==> src/rtl/apb_slave_pkg.sv <==
// ============================================================================
// Module      : apb_slave_pkg
// Description : Shared constants for the APB register slave: FSM encoding,
//               register offsets and the default ID value.
// Revision    : 1.0 - initial release
// ============================================================================
`default_nettype none

package apb_slave_pkg;

    localparam logic [0:0] ST_IDLE   = 1'b0;
    localparam logic [0:0] ST_ACCESS = 1'b1;

    localparam int unsigned REG_ID        = 0;
    localparam int unsigned REG_CNT       = 1;
    localparam int unsigned FIRST_SCRATCH = 2;

    localparam logic [31:0] DEFAULT_ID_VALUE = 32'hA5B0_0001;

endpackage

`default_nettype wire

==> src/rtl/apb_regfile.sv <==
// ============================================================================
// Module      : apb_regfile
// Description : Register bank behind the APB slave: ID, transfer counter and
//               scratch registers, plus address/error decode of the setup phase.
// Revision    : 1.0 - initial release
// ============================================================================
`default_nettype none

module apb_regfile
    import apb_slave_pkg::*;
#(
    parameter int unsigned NUM_REGS  = 16,
    parameter logic [31:0] BASE_ADDR = 32'h8000_0000,
    parameter logic [31:0] ID_VALUE  = DEFAULT_ID_VALUE,
    localparam int unsigned REG_AW   = $clog2(NUM_REGS)
) (
    input  logic              i_clk,
    input  logic              i_rst,
    input  logic [31:0]       i_addr,
    input  logic              i_write,
    output logic [REG_AW-1:0] o_offset,
    output logic              o_err,
    output logic [31:0]       o_rdata,
    input  logic              i_wr_en,
    input  logic [REG_AW-1:0] i_wr_offset,
    input  logic [31:0]       i_wdata,
    input  logic              i_cnt_inc
);

    logic [31:0] r_cnt;
    logic [31:0] w_regs [NUM_REGS];
    logic        w_ro_target;

    assign o_offset    = i_addr[REG_AW+1:2];
    assign w_ro_target = (o_offset == REG_AW'(REG_ID)) || (o_offset == REG_AW'(REG_CNT));
    assign o_err       = (i_addr[31:REG_AW+2] != BASE_ADDR[31:REG_AW+2]) ||
                         (i_addr[1:0] != 2'b00) ||
                         (i_write && w_ro_target);

    // Slots below FIRST_SCRATCH are served by the read mux and carry no storage.
    for (genvar gi = 0; gi < NUM_REGS; gi++) begin : g_reg
        if (gi < FIRST_SCRATCH) begin : g_fixed
            assign w_regs[gi] = '0;
        end else begin : g_scratch
            logic [31:0] r_q;
            always_ff @(posedge i_clk) begin
                if (i_rst) begin
                    r_q <= '0;
                end else if (i_wr_en && (i_wr_offset == REG_AW'(gi))) begin
                    r_q <= i_wdata;
                end
            end
            assign w_regs[gi] = r_q;
        end
    end

    always_ff @(posedge i_clk) begin
        if (i_rst) begin
            r_cnt <= '0;
        end else if (i_cnt_inc) begin
            r_cnt <= r_cnt + 32'd1;
        end
    end

    always_comb begin
        o_rdata = w_regs[o_offset];
        if (o_offset == REG_AW'(REG_ID)) begin
            o_rdata = ID_VALUE;
        end else if (o_offset == REG_AW'(REG_CNT)) begin
            o_rdata = r_cnt;
        end
    end

endmodule

`default_nettype wire

==> src/rtl/apb_reg_slave.sv <==
// ============================================================================
// Module      : apb_reg_slave
// Description : APB completer with programmable wait states and error
//               response, serving an apb_regfile bank.
// Revision    : 1.0 - initial release
// ============================================================================
`default_nettype none

module apb_reg_slave
    import apb_slave_pkg::*;
#(
    parameter int unsigned SLAVE_IDX   = 0,
    parameter logic [31:0] BASE_ADDR   = 32'h8000_0000,
    parameter int unsigned NUM_REGS    = 16,
    parameter int unsigned WAIT_STATES = 0,
    parameter logic [31:0] ID_VALUE    = DEFAULT_ID_VALUE
) (
    input  logic        Hclk,
    input  logic        Hreset,
    input  logic [2:0]  Pselx,
    input  logic        Penable,
    input  logic        Pwrite,
    input  logic [31:0] Paddr,
    input  logic [31:0] Pwdata,
    output logic [31:0] Prdata,
    output logic        Pready,
    output logic        Pslverr
);

    localparam int unsigned c_REG_AW    = $clog2(NUM_REGS);
    localparam logic [3:0]  c_WAIT_INIT = 4'(WAIT_STATES);

    logic [0:0]          r_state;
    logic [0:0]          w_next_state;
    logic [3:0]          r_wait;
    logic                r_write;
    logic                r_err;
    logic [c_REG_AW-1:0] r_offset;
    logic [c_REG_AW-1:0] w_offset;
    logic                w_err;
    logic [31:0]         w_rdata;
    logic                w_sel;
    logic                w_setup;
    logic                w_done;
    logic                w_abort;
    logic                w_unused;

    assign w_sel    = Pselx[SLAVE_IDX];
    assign w_unused = ^Pselx;

    // Pready comes purely from registered state so there is no input-to-output path.
    assign Pready  = (r_state == ST_ACCESS) && (r_wait == 4'd0);
    assign Pslverr = r_err && Pready;

    always_comb begin
        w_next_state = r_state;
        w_setup      = 1'b0;
        w_done       = 1'b0;
        w_abort      = 1'b0;
        case (r_state)
            ST_IDLE: begin
                if (w_sel && !Penable) begin
                    w_setup      = 1'b1;
                    w_next_state = ST_ACCESS;
                end
            end
            ST_ACCESS: begin
                if (!w_sel) begin
                    w_abort      = 1'b1;
                    w_next_state = ST_IDLE;
                end else if (Pready && Penable) begin
                    w_done       = 1'b1;
                    w_next_state = ST_IDLE;
                end
            end
            default: w_next_state = ST_IDLE;
        endcase
    end

    always_ff @(posedge Hclk) begin
        if (Hreset) begin
            r_state  <= ST_IDLE;
            r_wait   <= 4'd0;
            r_write  <= 1'b0;
            r_err    <= 1'b0;
            r_offset <= '0;
            Prdata   <= '0;
        end else begin
            r_state <= w_next_state;
            if (w_setup) begin
                r_write  <= Pwrite;
                r_offset <= w_offset;
                r_err    <= w_err;
                r_wait   <= c_WAIT_INIT;
                Prdata   <= (!Pwrite && !w_err) ? w_rdata : 32'd0;
            end else begin
                if ((r_state == ST_ACCESS) && (r_wait != 4'd0)) begin
                    r_wait <= r_wait - 4'd1;
                end
                if (w_done || w_abort) begin
                    Prdata <= '0;
                    r_err  <= 1'b0;
                end
            end
        end
    end

    apb_regfile #(
        .NUM_REGS  (NUM_REGS),
        .BASE_ADDR (BASE_ADDR),
        .ID_VALUE  (ID_VALUE)
    ) u_regfile (
        .i_clk       (Hclk),
        .i_rst       (Hreset),
        .i_addr      (Paddr),
        .i_write     (Pwrite),
        .o_offset    (w_offset),
        .o_err       (w_err),
        .o_rdata     (w_rdata),
        .i_wr_en     (w_done && r_write && !r_err),
        .i_wr_offset (r_offset),
        .i_wdata     (Pwdata),
        .i_cnt_inc   (w_done)
    );

endmodule

`default_nettype wire

==> config.mk <==
export PLATFORM = sky130hd
export DESIGN_NAME = apb_reg_slave
export DESIGN_NICKNAME = d
export VERILOG_FILES = /design/src/rtl/apb_slave_pkg.sv /design/src/rtl/apb_regfile.sv /design/src/rtl/apb_reg_slave.sv
export SDC_FILE = /design/constraint.sdc
export NUM_CORES = 1
export LEC_CHECK = 0
export ABC_CLOCK_PERIOD_IN_PS = 2850
export BUFFER_PORTS_ARGS = -buffer_cell sky130_fd_sc_hd__buf_4
export CAP_MARGIN = 20
export CORE_MARGIN = 8
export CORE_UTILIZATION = 55
export DETAILED_ROUTE_END_ITERATION = 10
export PLACE_DENSITY_LB_ADDON = 0.2
export SYNTH_ARGS = -nofsm -noshare
export SYNTH_HDL_FRONTEND = slang
export SYNTH_SLANG_ARGS = --single-unit
==> constraint.sdc <==
create_clock -name Hclk -period 2.85 [get_ports Hclk]
set_input_delay 0.57 -clock Hclk [delete_from_list [all_inputs] [get_ports Hclk]]
set_output_delay 0.57 -clock Hclk [all_outputs]
set_load 0.005 [all_outputs]
# Word level (Yosys, flattened, before mapping)
# Index checks and enable logic that the tools add are counted.
# Widths: inputs -> output; s select.
# totals
regBits	523
in_bits	71
elab_cells	99
# classes
add_sub_neg	2
order_cmp	1
eq_ne	16
n_mux	20
bitwise_logic	2
n_reduce_logical	37
# ops
cell	n
$mux 32	7
$bmux 32 s4	1
$add 32x1->32 const B	1
$eq 4x4->1 const B	8
$ne 26x26->1 const B	1
$logic_and 1x1->1	23
$eq 4x3->1 const B	4
$mux 1	11
$eq 4x2->1 const B	2
$logic_not 4->1	2
$ge 5x5->1 const B	1
$not 4->5	1
$eq 4x1->1 const B	1
$logic_not 1->1	4
$logic_or 1x1->1	4
$reduce_bool 2->1	2
$reduce_bool 4->1	1
$sub 4x1->4 const B	1
$pmux 1 s2	1
$reduce_or 2->1	1
$not 1->1	1

# Depth between registers and ports, before layout
# Gate-level depths: netlist of run 1.
# depth
depth_word	9
depth_mapped	10

# By module
# A second synthesis of run 1 with hierarchy kept.
# hier_totals
cells_unflattened	2725
hier_area_um2	22450.3
# by_module_without_submodules
module	instances	cells_per_inst	area_per_inst_um2	seq_area_each_um2
apb_regfile	1	2592	20885.0	9609.2
apb_reg_slave	1	133	1565.3	860.8

# Least setup slack after synthesis of run 1
# No wires, ideal clock.
# synth_timing
path_type	input to register
startpoint	input Paddr[2]
endpoint	register Prdata[11]
setup_time_ns	0.117
arrival_time_ns	2.232
required_time_ns	2.733
setup_slack_ns	0.501
cell_stages	6
cell_sequence	buf_2 buf_1 mux4_2 o211ai_1 nand3_1 a22o_1
# synth_between
elab_chain_cells	8
# synth_lines
item	line	source
start, declared	apb_reg_slave.sv:23	input logic [31:0] Paddr,
$not 4->5 (not written as such) (tied with other cells)	apb_regfile.sv:66	o_rdata = w_regs[o_offset];
$bmux 32 s4 or $logic_or 1x1->1 (tied branches)	apb_regfile.sv:66, apb_regfile.sv:35	
$mux 32 (not written as such) or $logic_and 1x1->1 (tied branches)	apb_regfile.sv:66, apb_regfile.sv:38	
$mux 32 (not written as such) or $logic_or 1x1->1 (tied branches)	apb_regfile.sv:66, apb_regfile.sv:37	
$mux 32 or $logic_not 1->1 (tied branches)	apb_regfile.sv:69, apb_reg_slave.sv:95	
$mux 32 or $logic_and 1x1->1 (tied branches)	apb_regfile.sv:67, apb_reg_slave.sv:95	
$mux 32 (*)	apb_reg_slave.sv:95	Prdata <= (!Pwrite && !w_err) ? w_rdata : 32'd0;
$mux 32 (*)	apb_reg_slave.sv:90	if (w_setup) begin
end signal, assigned	apb_reg_slave.sv:95	
end, declared	apb_reg_slave.sv:25	output logic [31:0] Prdata,
# Mark *: on every way between the ends. The rest lies on a longest branch, timed or not. The select of a mux whose other input is x is not followed.
# A chain may end at the register's enable or synchronous reset.

# Final worst setup path of run 1
# layout_timing
startpoint	register r_wait[0]
endpoint	register u_regfile.g_reg[2].g_scratch.r_q[1]
# layout_between
elab_chain_cells	9
# layout_lines
item	line	source
start, declared	apb_reg_slave.sv:35	logic [3:0] r_wait;
start signal, assigned	apb_reg_slave.sv:94	r_wait <= c_WAIT_INIT;
start signal, assigned	apb_reg_slave.sv:98	r_wait <= r_wait - 4'd1;
$logic_not 4->1	apb_reg_slave.sv:52	assign Pready = (r_state == ST_ACCESS) && (r_wait == 4'd0);
$logic_and 1x1->1	apb_reg_slave.sv:52	
$logic_and 1x1->1	apb_reg_slave.sv:71	end else if (Pready && Penable) begin
$mux 1	apb_reg_slave.sv:71	
$mux 1	apb_reg_slave.sv:68	if (!w_sel) begin
$mux 1	apb_reg_slave.sv:60	case (r_state)
$logic_and 1x1->1 (2 in series)	apb_reg_slave.sv:120	.i_wr_en (w_done && r_write && !r_err),
$logic_and 1x1->1	apb_regfile.sv:49	end else if (i_wr_en && (i_wr_offset == REG_AW'(gi))) begin
end signal, assigned	apb_regfile.sv:50	r_q <= i_wdata;
end, declared	apb_regfile.sv:45	logic [31:0] r_q;
# Every way passes these cells.

==> qor.yml, run 1 <==
run_status:
  status: "finished clean"
clock_network:
  postCtsSetupBuffers: 0
  cts_tree: "built"
  clockRootBuffer: "clkbuf_16"
  hold_buffers: 0
  clk_pin_slew_ns: 0.06
  clock-sinks: 523
  cts_buffers: 52
  htreeDepth: 2
  cts_max_path_buffers: 3
  clock_latency_ns: 0.58
  post_cts_resized: 0
timing:
  worst_slew_pin_slew_ns: 1.04
  fmax_mhz: 391
  maxSlewHeadroom_pct: 30.5
  drv_slew: 0
  setup_viol: 0
  rsz0062_at_grt: "no"
  skew_ns: 0.0172
  finalCritPeriodShare_pct: 89.6
  hold_ws_ns: 0.193
  hold_viol_final: 0
  setup_tns_ns: 0
  post-route-min-period_ns: 2.55
global_routing:
  grt.busiest_layer: "met2"
  antenna_found_initial: 1
  grt_overflow: 0
  gr-usage-met3_pct: 5.05
  grt_usage_pct: 29.2
  grt_max_degree: 203
  grt_pass1_wl_um: 110000
  gr-usage-met2_pct: 45.9
  grt_pass1_vias: 19900
  met1_usage_pct: 39.3
place:
  dp.final_hpwl_um: 43600
  numPortBuffers: 102
  placed_cells: 3226
  gp_congestion: 0.844
  placed_area_mm2: 0.0238
synthesis:
  synth_common_cells: "nand2_1, dfxtp_1, a21oi_1, clkbuf_1, nor2_1"
  synthesis.nets: 2816
  netlist_top_cells_area: "dfxtp_1, nand2_1, a21oi_1, mux4_2, mux2i_1"
  post-synth-top-area-fraction_pct: 46.8
  synth_flop_cell: "dfxtp_1"
  async_flop_share_pct: 0
  yosysMostFrequentCell: "nand2_1"
  synth.avg_cell_area_um2: 8.16
  ys_seq_elements: 523
  yosys_warnings: 0
  yosys.area.top_type: "dfxtp_1"
  synth_edf_count: 0
  synthCells: 2742
  ys_seq_area_share_pct: 46.8
  synthDistinctLibCells: 58
  syn_area_mm2: 0.0224
floorplanning:
  rows: 74
  pin_count: 105
  dieHeight_um: 218
  core_area_mm2: 0.0405
  die_w_um: 218
  die_area_mm2: 0.0474
  start_util_pct: 55.3
setup_path:
  cp-start-kind: "flop"
  cp-end-kind: "flop"
  setup.worst_path.start: "r_wait[0]$_SDFFE_PP0P_"
  crit_fanout: 13
  crit_arrival_ns: 3.05
  reg2reg_from: "r_wait[0]$_SDFFE_PP0P_"
  required_ns: 3.35
  path_class: "reg2reg"
power:
  p_per_area_mw_per_mm2: 598
  leakage_nw: 8.80
  ir_drop_mv: 0.358
detailed_routing:
  drt_wl_total_um: 70500
  viasPerCell: 6.12
  drt_iter0_markers: 2346
  ant_nets: 0
  drt_pass1_iterations: 5
  via_count: 20300
  drc: 0
  wl_per_cell_um: 21.2
final_layout:
  layoutNonFillerInstCount: 3323
  syn_to_final_growth_pct: 14.7
  fin_area_mm2: 0.0257
  drive_above_1_share_pct: 13.5
  nets: 2822
hold_path:
  hold_path_class: "in2reg"
  min_from: "Penable"
flow_run:
  maxCapViolCount: 0
==> power breakdown <==
| group | total (W) | switching, W | internal (W) |
|---|---|---|---|
| logic | 0.000786 | 0.000538 | 0.000247 |
| registers | 0.00733 | 0.0000123 | 0.00731 |
| clock network | 0.00723 | 0.00287 | 0.00436 |
==> layout make-up <==
type / count / area, um^2
fill: 3356 / 14800
antenna: 1 / 2.50
multi-input combinational: 1970 / 11000
inverter: 9 / 33.8
sequential: 523 / 10500
tap: 532 / 666
clock inverter: 20 / 288
clock buffer: 76 / 1530
timing repair buffer: 192 / 1710
==> per-layer routing <==
| layer | vias up | share of wire (%) |
|---|---|---|
| met1 | 9831 | 41 |
| met4 | 0 | 3.4 |
| li1 | 9289 | - |
| met2 | 1048 | 46 |
| met5 | - | 0 |
| met3 | 179 | 10 |
==> sequential cells by signal (all words and copies together) (netlist names) <==
name                       count
u_regfile.g.g_scratch.r_q    448
r_state                        1
u_regfile.r_cnt               32
r_offset                       4
r_write                        1
Prdata                        32
r_wait                         4
r_err                          1
==> layout by cell type, fill, tap and decap left out, drive strengths merged, types with 3 or more instances in the layout <==
cell,netlist,layout
mux4,71,71
inv,8,8
nor2,87,87
o21ai,5,5
dfxtp,523,523
clkinv,1,12
mux2,4,4
clkbuf,174,76
xor2,10,10
buf,66,192
a22oi,23,23
nand2b,7,7
a22o,23,23
a21oi,479,479
nand4,11,11
o41ai,8,8
a2111oi,8,8
nor2b,7,7
nand2,950,950
o22ai,8,8
or3,9,9
nor3,35,35
and3,9,9
a211oi,8,8
xnor2,20,20
and4,5,5
nor4,18,18
o211ai,23,23
and2,5,5
mux2i,71,71
nand3,42,42
bufinv,0,7
ha,3,3
or3b,3,3
==> critical path, stage by stage, from the launching register on <==
cell and delay [ns]:
dfxtp_1 0.31, inv_1 0.11, ha_1 0.19, or3b_1 0.56, nor4_4 0.48, and3_1 0.29
buf_4 0.25, nand2_1 0.10, a21oi_1 0.18
==> metrics by stage <==
step	power (W)	worst slack, ns	util, %
2_1_floorplan	0.00792	0.501	-
3_3_place_gp	0.00824	0.346	58.9
3_5_place_dp	0.00825	0.240	58.9
4_1_cts	0.0154	0.312	63.4
5_1_grt	0.0158	0.149	63.4
6_report	0.0153	0.296	63.4
==> path summary, 6_finish.rpt <==
kind	to	slack [ns]	cells after the start
min reg2reg	u_regfile.g_reg[7].g_scratch.r_q[27]$_SDFFE_PP0P_	0.45	2
max reg2reg	u_regfile.g_reg[2].g_scratch.r_q[1]$_SDFFE_PP0P_	0.30	8
max	u_regfile.g_reg[2].g_scratch.r_q[1]$_SDFFE_PP0P_	0.30	8
min	r_state$_SDFF_PP0_	0.19	2
==> cells by family after synthesis <==
logic type	synth area share, %
AOI/OAI and AO/OA	14.8
xor gates and xnor gates	1.17
adders and majority gates	0.168
buffers and inverters	4.56
DFF	46.8
muxes	10.5
and+or+nand+nor	22.0
Power figures use the tool's default switching activity.
==> run 2: changes to the inputs <==
ABC_AREA = 1   (was default)
SYNTH_HIERARCHICAL = 1   (was default)
==> qor.yml, run 2 <==
run_status:
  status: "finished clean"  # unchanged
timing:
  skew_ns: 0.0173  # was 0.0172 ns
  worst_slew_pin_slew_ns: 0.920  # was 1.04 ns
  maxSlewHeadroom_pct: 38.6  # was 30.5%
  setup_viol: 0  # unchanged
  rsz0062_at_grt: "no"  # unchanged
  setup_tns_ns: 0  # unchanged
  hold_viol_final: 0  # unchanged
  drv_slew: 0  # unchanged
  fmax_mhz: 416  # was 391 MHz
  finalCritPeriodShare_pct: 84.3  # was 89.6%
  layout_setup_ws_ns: 0.448  # was 0.296 ns
  post-route-min-period_ns: 2.40  # was 2.55 ns
setup_path:
  crit_path_top_delay_cell: "dfxtp_1"  # was or3b_1
  reg2reg_from: "r_wait[0]$_SDFFE_PP0P_"  # unchanged
  path_cells: "inv_1, ha_1, nand4_2, nor3_1, buf_4, nand3_1, nor2_2, inv_1, buf_4, nor2_1, nor2_1"  # was inv_1, ha_1, or3b_1, nor4_4, and3_1, buf_4, nand2_1, a21oi_1
  path_class: "reg2reg"  # unchanged
  required_ns: 3.34  # was 3.35 ns
  cp-start-kind: "flop"  # unchanged
  ff2ff_setup_slack_ns: 0.45  # was 0.30 ns
  path_delay_family: "simple AND/OR/NAND/NOR gates"  # unchanged
  crit_fanout: 32  # was 13
  cp-end-kind: "flop"  # unchanged
  setup.worst_path.start: "r_wait[0]$_SDFFE_PP0P_"  # unchanged
  worst_path_largest_cell_delay_ns: 0.31  # was 0.56 ns
  crit_arrival_ns: 2.89  # was 3.05 ns
  worst-path-buf-inv: 4  # was 2
  timing.rr.end: "u_regfile/g_reg[9].g_scratch.r_q[0]$_SDFFE_PP0P_"  # was u_regfile.g_reg[2].g_scratch.r_q[1]$_SDFFE_PP0P_
  reg2regPathDepth: 11  # was 8
  crit_cells: 11  # was 8
synthesis:
  synth_flop_cell: "dfxtp_1"  # unchanged
  synth_common_cells: "nor2_1, o21ai_0, dfxtp_1, nand2_1, a21oi_1"  # was nand2_1, dfxtp_1, a21oi_1, clkbuf_1, nor2_1
  synthAdderAreaFrac_pct: 0.163  # was 0.168%
  synth_top_family_by_area: "simple AND/OR/NAND/NOR gates"  # unchanged
  synthDistinctLibCells: 40  # was 58
  synth-compound-area-share_pct: 19.0  # was 14.8%
  netlist_top_cells_area: "dfxtp_1, nor2_1, o21ai_0, nand2_1, a21oi_1"  # was dfxtp_1, nand2_1, a21oi_1, mux4_2, mux2i_1
  synth-simple-area-share_pct: 27.3  # was 22.0%
  yosysMostFrequentCell: "nor2_1"  # was nand2_1
  synthCells: 3356  # was 2742
  synth.avg_cell_area_um2: 6.88  # was 8.16 um^2
  post-synth-top-area-fraction_pct: 45.4  # was 46.8%
  synthXorXnorAreaFrac_pct: 0.304  # was 1.17%
  synth_edf_count: 0  # unchanged
  yosys_warnings: 6  # was 0
  yosys.area.top_type: "dfxtp_1"  # unchanged
  async_flop_share_pct: 0  # unchanged
  ys_seq_area_share_pct: 45.4  # was 46.8%
  synth_mux_area_share_pct: 0  # was 10.5%
  syn_area_mm2: 0.0231  # was 0.0224 mm^2
  synthesis.nets: 3430  # was 2816
  ys_seq_elements: 523  # unchanged
power:
  p_switching_w: 0.00365  # was 0.00342 W
  combPwrFrac_pct: 6.1  # was 5.1%
  ir_drop_mv: 0.376  # was 0.358 mV
  power_frac_clock_pct: 47.0  # was 47.1%
  seq_power_share_pct: 46.9  # was 47.7%
  internal_power_w: 0.0120  # was 0.0119 W
  p_per_area_mw_per_mm2: 602  # was 598 mW/mm^2
  leakage_nw: 10.8  # was 8.80 nW
  swShare_pct: 23.4  # was 22.3%
floorplanning:
  core_area_mm2: 0.0417  # was 0.0405 mm^2
  die_w_um: 221  # was 218 um
  pin_count: 105  # unchanged
  start_util_pct: 55.4  # was 55.3%
  rows: 75  # was 74
  die_area_mm2: 0.0488  # was 0.0474 mm^2
  dieHeight_um: 221  # was 218 um
clock_network:
  postCtsSetupBuffers: 0  # unchanged
  clockRootBuffer: "clkbuf_16"  # unchanged
  post_cts_resized: 0  # unchanged
  cts_tree: "built"  # unchanged
  cts_buffers: 53  # was 52
  clock_latency_ns: 0.60  # was 0.58 ns
  cts_max_path_buffers: 3  # unchanged
  htreeDepth: 2  # unchanged
  clock-sinks: 523  # unchanged
  clk_pin_slew_ns: 0.06  # about the same
  hold_buffers: 0  # unchanged
hold_path:
  hold_path_class: "in2reg"  # unchanged
  worstHoldEndpoint: "r_state$_SDFF_PP0_"  # unchanged
  min_from: "Penable"  # unchanged
  hold_depth: 2  # unchanged
final_layout:
  final_common_cell: "nor2_1"  # was nand2_1
  nets: 3389  # was 2822
  drive_above_1_share_pct: 8.97  # was 13.5%
  layout_common_cells: "nor2_1, o21ai_0, dfxtp_1"  # was nand2_1, dfxtp_1, a21oi_1
  syn_to_final_growth_pct: 12.4  # was 14.7%
  top_register: "u_regfile/g.g_scratch.r_q"  # was u_regfile.g.g_scratch.r_q
  largest_reg_flops: 448  # unchanged
  top_regs: "u_regfile/g.g_scratch.r_q: 448 flops, Prdata: 32 flops, u_regfile/r_cnt: 32 flops"  # was u_regfile.g.g_scratch.r_q: 448 flops, Prdata: 32 flops, u_regfile.r_cnt: 32 flops
place:
  dp.final_hpwl_um: 45100  # was 43600 um
  gp_congestion: 0.906  # was 0.844
  numPortBuffers: 102  # unchanged
  dp_slack_ns: 0.252  # was 0.240 ns
detailed_routing:
  via_count: 22800  # was 20.3k
  drt_wl_total_um: 73200  # was 70500 um
  ant_nets: 0  # unchanged
  drt_pass1_iterations: 6  # was 5
  drt_iter0_markers: 2784  # was 2346
  drc: 0  # unchanged
  viasPerCell: 5.86  # was 6.12
  wl_per_cell_um: 18.8  # was 21.2 um
global_routing:
  grt_usage_pct: 28.7  # was 29.2%
  grt_max_degree: 105  # was 203
  grt_overflow: 0  # unchanged
  grt_pass1_vias: 21000  # was 19.9k
  antenna_found_initial: 2  # was 1
  grt_pass1_wl_um: 115000  # was 110000 um
flow_run:
  maxCapViolCount: 0  # unchanged
run 2: cell types whose count changed after synthesis, sizes merged, moves of 98 or more:
cell,before,now
nor2,87,940
nand2,950,404
a21oi,479,189
inv,8,156
nand3,42,140
o21ai,5,569
run 2: cell families after synthesis:
family | Yosys count
flip-flops | 523
adder cells (fa/ha/maj) | 3
AO/OA/AOI/OAI | 838
XOR/XNOR | 8
AND/OR/NAND/NOR | 1557
buffers and inverters | 427
run 2: stage by stage:
step,power (W),hold slack (ns),util [%],std cells,instance area (um^2)
floorplan,0.00804,0.424,-,3356,23100
global placement,0.00840,0.430,57.8,3799,24100
detailed placement,0.00841,0.434,57.8,3799,24100
CTS,0.0157,0.152,62.2,3896,25900
global route,0.0160,0.171,62.2,3898,25900
finish,0.0156,0.179,62.2,3898,25900
run 2: worst max path at each step:
stage	slack (ns)	to
5_1_grt	0.17	u_regfile/g_reg[12].g_scratch.r_q[30]$_SDFFE_PP0P_
4_1_cts	0.44	Pslverr
2_1_floorplan	0.49	u_regfile/g_reg[12].g_scratch.r_q[10]$_SDFFE_PP0P_
3_5_place_dp	0.25	Prdata[31]$_SDFFE_PP0P_
3_3_place_gp	0.29	Prdata[24]$_SDFFE_PP0P_
6_report	0.45	u_regfile/g_reg[9].g_scratch.r_q[0]$_SDFFE_PP0P_
run 2: power by group through the flow:
stage / Combinational, W / Clock [W] / Sequential, W
floorplan: 0.000560 / 0 / 0.00748
global placement: 0.000910 / 0 / 0.00749
detailed placement: 0.000920 / 0 / 0.00749
CTS: 0.000924 / 0.00741 / 0.00732
global route: 0.00102 / 0.00770 / 0.00732
finish: 0.000954 / 0.00734 / 0.00732
run 2: routing by layer:
layer	global-route usage [%]	vias up	wire (um)
li1	-	10800	-
met1	39.2	10700	30900
met2	44.8	1164	32300
met3	6.36	157	8090
met4	8.98	0	1850
met5	0	-	0
run 2: cell type report:
cell class	count	area (um^2)
multi-input combinational	2406	10800
antenna	2	5.00
sequential	523	10500
timing repair buffer	173	1500
tap	539	674
fill	3760	15700
inverter	158	608
clock inverter	19	255
clock buffer	78	1580
run 2: worst reg2reg max path, cell delays in order, from the launching register on:
cell and delay [ns]:
dfxtp_1 0.31, inv_1 0.13, ha_1 0.23, nand4_2 0.18, nor3_1 0.19, buf_4 0.22, nand3_1 0.19, nor2_2 0.25
inv_1 0.06, buf_4 0.28, nor2_1 0.18, nor2_1 0.06
==> run 3: changes to the inputs <==
ABC_CLOCK_PERIOD_IN_PS = 2350   (was 2850)
clock period = 2.35 ns   (was 2.85 ns; I/O delays follow)
==> qor.yml, run 3 (synthesis results as in run 2) <==
run_status:
  status: "finished clean"  # unchanged
hold_path:
  hold_depth: 2  # unchanged
  worstHoldEndpoint: "r_state$_SDFF_PP0_"  # unchanged
  min_from: "Penable"  # unchanged
  hold_path_class: "in2reg"  # unchanged
final_layout:
  layoutNonFillerInstCount: 3915  # was 3898
  drive_above_1_share_pct: 9.37  # was 8.97%
  fin_area_mm2: 0.0261  # was 0.0259 mm^2
  syn_to_final_growth_pct: 13.3  # was 12.4%
  layout_common_cells: "nor2_1, o21ai_0, dfxtp_1"  # unchanged
  fill_cells: 3678  # was 3760
  top_regs: "u_regfile/g.g_scratch.r_q: 448 flops, Prdata: 32 flops, u_regfile/r_cnt: 32 flops"  # unchanged
  largest_reg_flops: 448  # unchanged
  register_area_mm2: 0.0105  # unchanged
  multi_input_area_mm2: 0.0109  # was 0.0108 mm^2
  final_common_cell: "nor2_1"  # unchanged
  nets: 3410  # was 3389
  top_register: "u_regfile/g.g_scratch.r_q"  # unchanged
setup_path:
  crit_arrival_ns: 2.72  # was 2.89 ns
  setup.worst_path.start: "r_wait[1]$_SDFFE_PP0P_"  # was r_wait[0]$_SDFFE_PP0P_
  reg2regPathDepth: 10  # was 11
  timing.rr.end: "u_regfile/g_reg[12].g_scratch.r_q[0]$_SDFFE_PP0P_"  # was u_regfile/g_reg[9].g_scratch.r_q[0]$_SDFFE_PP0P_
  required_ns: 2.82  # was 3.34 ns
  reg2reg_from: "r_wait[1]$_SDFFE_PP0P_"  # was r_wait[0]$_SDFFE_PP0P_
  cp-start-kind: "flop"  # unchanged
  ff2ff_setup_slack_ns: 0.11  # was 0.45 ns
  path_class: "reg2reg"  # unchanged
  cp-end-kind: "flop"  # unchanged
  crit_fanout: 50  # was 32
timing:
  post-route-min-period_ns: 2.24  # was 2.40 ns
  skew_ns: 0.0278  # was 0.0173 ns
  maxSlewHeadroom_pct: 35.2  # was 38.6%
  rsz0062_at_grt: "yes"  # was no
  finalCritPeriodShare_pct: 95.4  # was 84.3%
  hold_ws_ns: 0.0788  # was 0.179 ns
  hold_viol_final: 0  # unchanged
  setup_viol: 0  # unchanged
  layout_setup_ws_ns: 0.108  # was 0.448 ns
  drv_slew: 0  # unchanged
  worst_slew_pin_slew_ns: 0.971  # was 0.920 ns
  fmax_mhz: 446  # was 416 MHz
detailed_routing:
  viasPerCell: 5.89  # was 5.86
  drc: 0  # unchanged
  drt_iter0_markers: 2741  # was 2784
  ant_nets: 0  # unchanged
  wl_per_cell_um: 18.9  # was 18.8 um
  via_count: 23000  # was 22.8k
  drt_wl_total_um: 74000  # was 73200 um
  drt_pass1_iterations: 6  # unchanged
power:
  seq_power_share_pct: 48.2  # was 46.9%
  p_switching_w: 0.00435  # was 0.00365 W
  power_frac_clock_pct: 45.4  # was 47.0%
  swShare_pct: 23.6  # was 23.4%
  leakage_nw: 10.8  # about the same
  combPwrFrac_pct: 6.4  # was 6.1%
  p_per_area_mw_per_mm2: 705  # was 602 mW/mm^2
  ir_drop_mv: 0.465  # was 0.376 mV
  internal_power_w: 0.0141  # was 0.0120 W
global_routing:
  grt_pass1_vias: 21300  # was 21.0k
  gr-usage-met3_pct: 4.66  # was 6.36%
  antenna_found_initial: 2  # unchanged
  grt_pass1_wl_um: 116000  # was 115000 um
  grt_max_degree: 87  # was 105
  grt.busiest_layer: "met2"  # unchanged
  gr-usage-met2_pct: 45.2  # was 44.8%
  met1_usage_pct: 40.4  # was 39.2%
  grt_usage_pct: 28.9  # was 28.7%
  grt_overflow: 0  # unchanged
place:
  numPortBuffers: 102  # unchanged
  dp.final_hpwl_um: 46800  # was 45100 um
  gp_congestion: 0.919  # was 0.906
  placed_cells: 3820  # was 3799
  placed_area_mm2: 0.0244  # was 0.0241 mm^2
  dp_slack_ns: 0.0330  # was 0.252 ns
clock_network:
  cts_max_path_buffers: 3  # unchanged
  clock_latency_ns: 0.61  # was 0.60 ns
  clock-sinks: 523  # unchanged
  clockRootBuffer: "clkbuf_16"  # unchanged
  cts_buffers: 53  # unchanged
  cts_tree: "built"  # unchanged
  clk_pin_slew_ns: 0.06  # about the same
  htreeDepth: 2  # unchanged
  hold_buffers: 0  # unchanged
floorplanning:
  die_area_mm2: 0.0488  # unchanged
  dieHeight_um: 221  # unchanged
  rows: 75  # unchanged
  core_area_mm2: 0.0417  # unchanged
  start_util_pct: 55.4  # unchanged
  die_w_um: 221  # unchanged
  pin_count: 105  # unchanged
flow_run:
  maxCapViolCount: 0  # unchanged
## run 3: layout make-up
class,count,share of cell area [%]
Multi-Input combinational cell,2406,41.6
Sequential cell,523,40.0
Timing Repair Buffer,194,6.89
Clock buffer,86,6.17
Tap cell,539,2.58
Inverter,158,2.33
Clock inverter,7,0.349
Antenna cell,2,0.0191
## run 3: worst max path at each step
stage | to | slack (ns) | cells after the start
floorplan | u_regfile/g_reg[12].g_scratch.r_q[10]$_SDFFE_PP0P_ | 0.002 | 11
global placement | Prdata[26]$_SDFFE_PP0P_ | 0.10 | 12
detailed placement | Prdata[8]$_SDFFE_PP0P_ | 0.03 | 12
CTS | u_regfile/g_reg[5].g_scratch.r_q[20]$_SDFFE_PP0P_ | 0.07 | 10
global route | u_regfile/g_reg[12].g_scratch.r_q[5]$_SDFFE_PP0P_ | -0.03 | 10
finish | u_regfile/g_reg[12].g_scratch.r_q[0]$_SDFFE_PP0P_ | 0.11 | 10
## run 3: what timing repair did
item / 4_1_cts / 5_1_grt
setup buffers: 0 / 0
resized for setup: 0 / 19
setup endpoints to repair: 0 / 340
## run 3: power by group through the flow
stage	clock network (W)	registers, W	logic (W)
after floorplan	0	0.00908	0.000679
after global placement	0	0.00908	0.00113
after detailed placement	0	0.00908	0.00114
after CTS	0.00843	0.00888	0.00115
after global routing	0.00880	0.00888	0.00127
final	0.00837	0.00888	0.00119
## run 3: metrics by stage
stage | power (W) | setup TNS (ns) | utilization, %
floorplan | 0.00976 | 0 | -
global placement | 0.0102 | 0 | 58.5
detailed placement | 0.0102 | 0 | 58.5
CTS | 0.0185 | 0 | 62.6
global route | 0.0189 | -0.136 | 62.8
finish | 0.0184 | 0 | 62.8
## run 3: layer usage
layer	wire length [um]	part of all wire, %
met1	31900	43
met2	32700	44
met3	7500	10
met4	1920	2.6
met5	0	0
## run 3: worst max-delay path, cell delays in order (launching register included)
cell,delay (ns)
dfxtp_1,0.33
inv_1,0.10
ha_2,0.21
nand4_2,0.17
nor3_2,0.22
buf_6,0.18
nand3_1,0.11
or2_2,0.32
buf_12,0.19
o21ai_0,0.19
a21oi_1,0.07
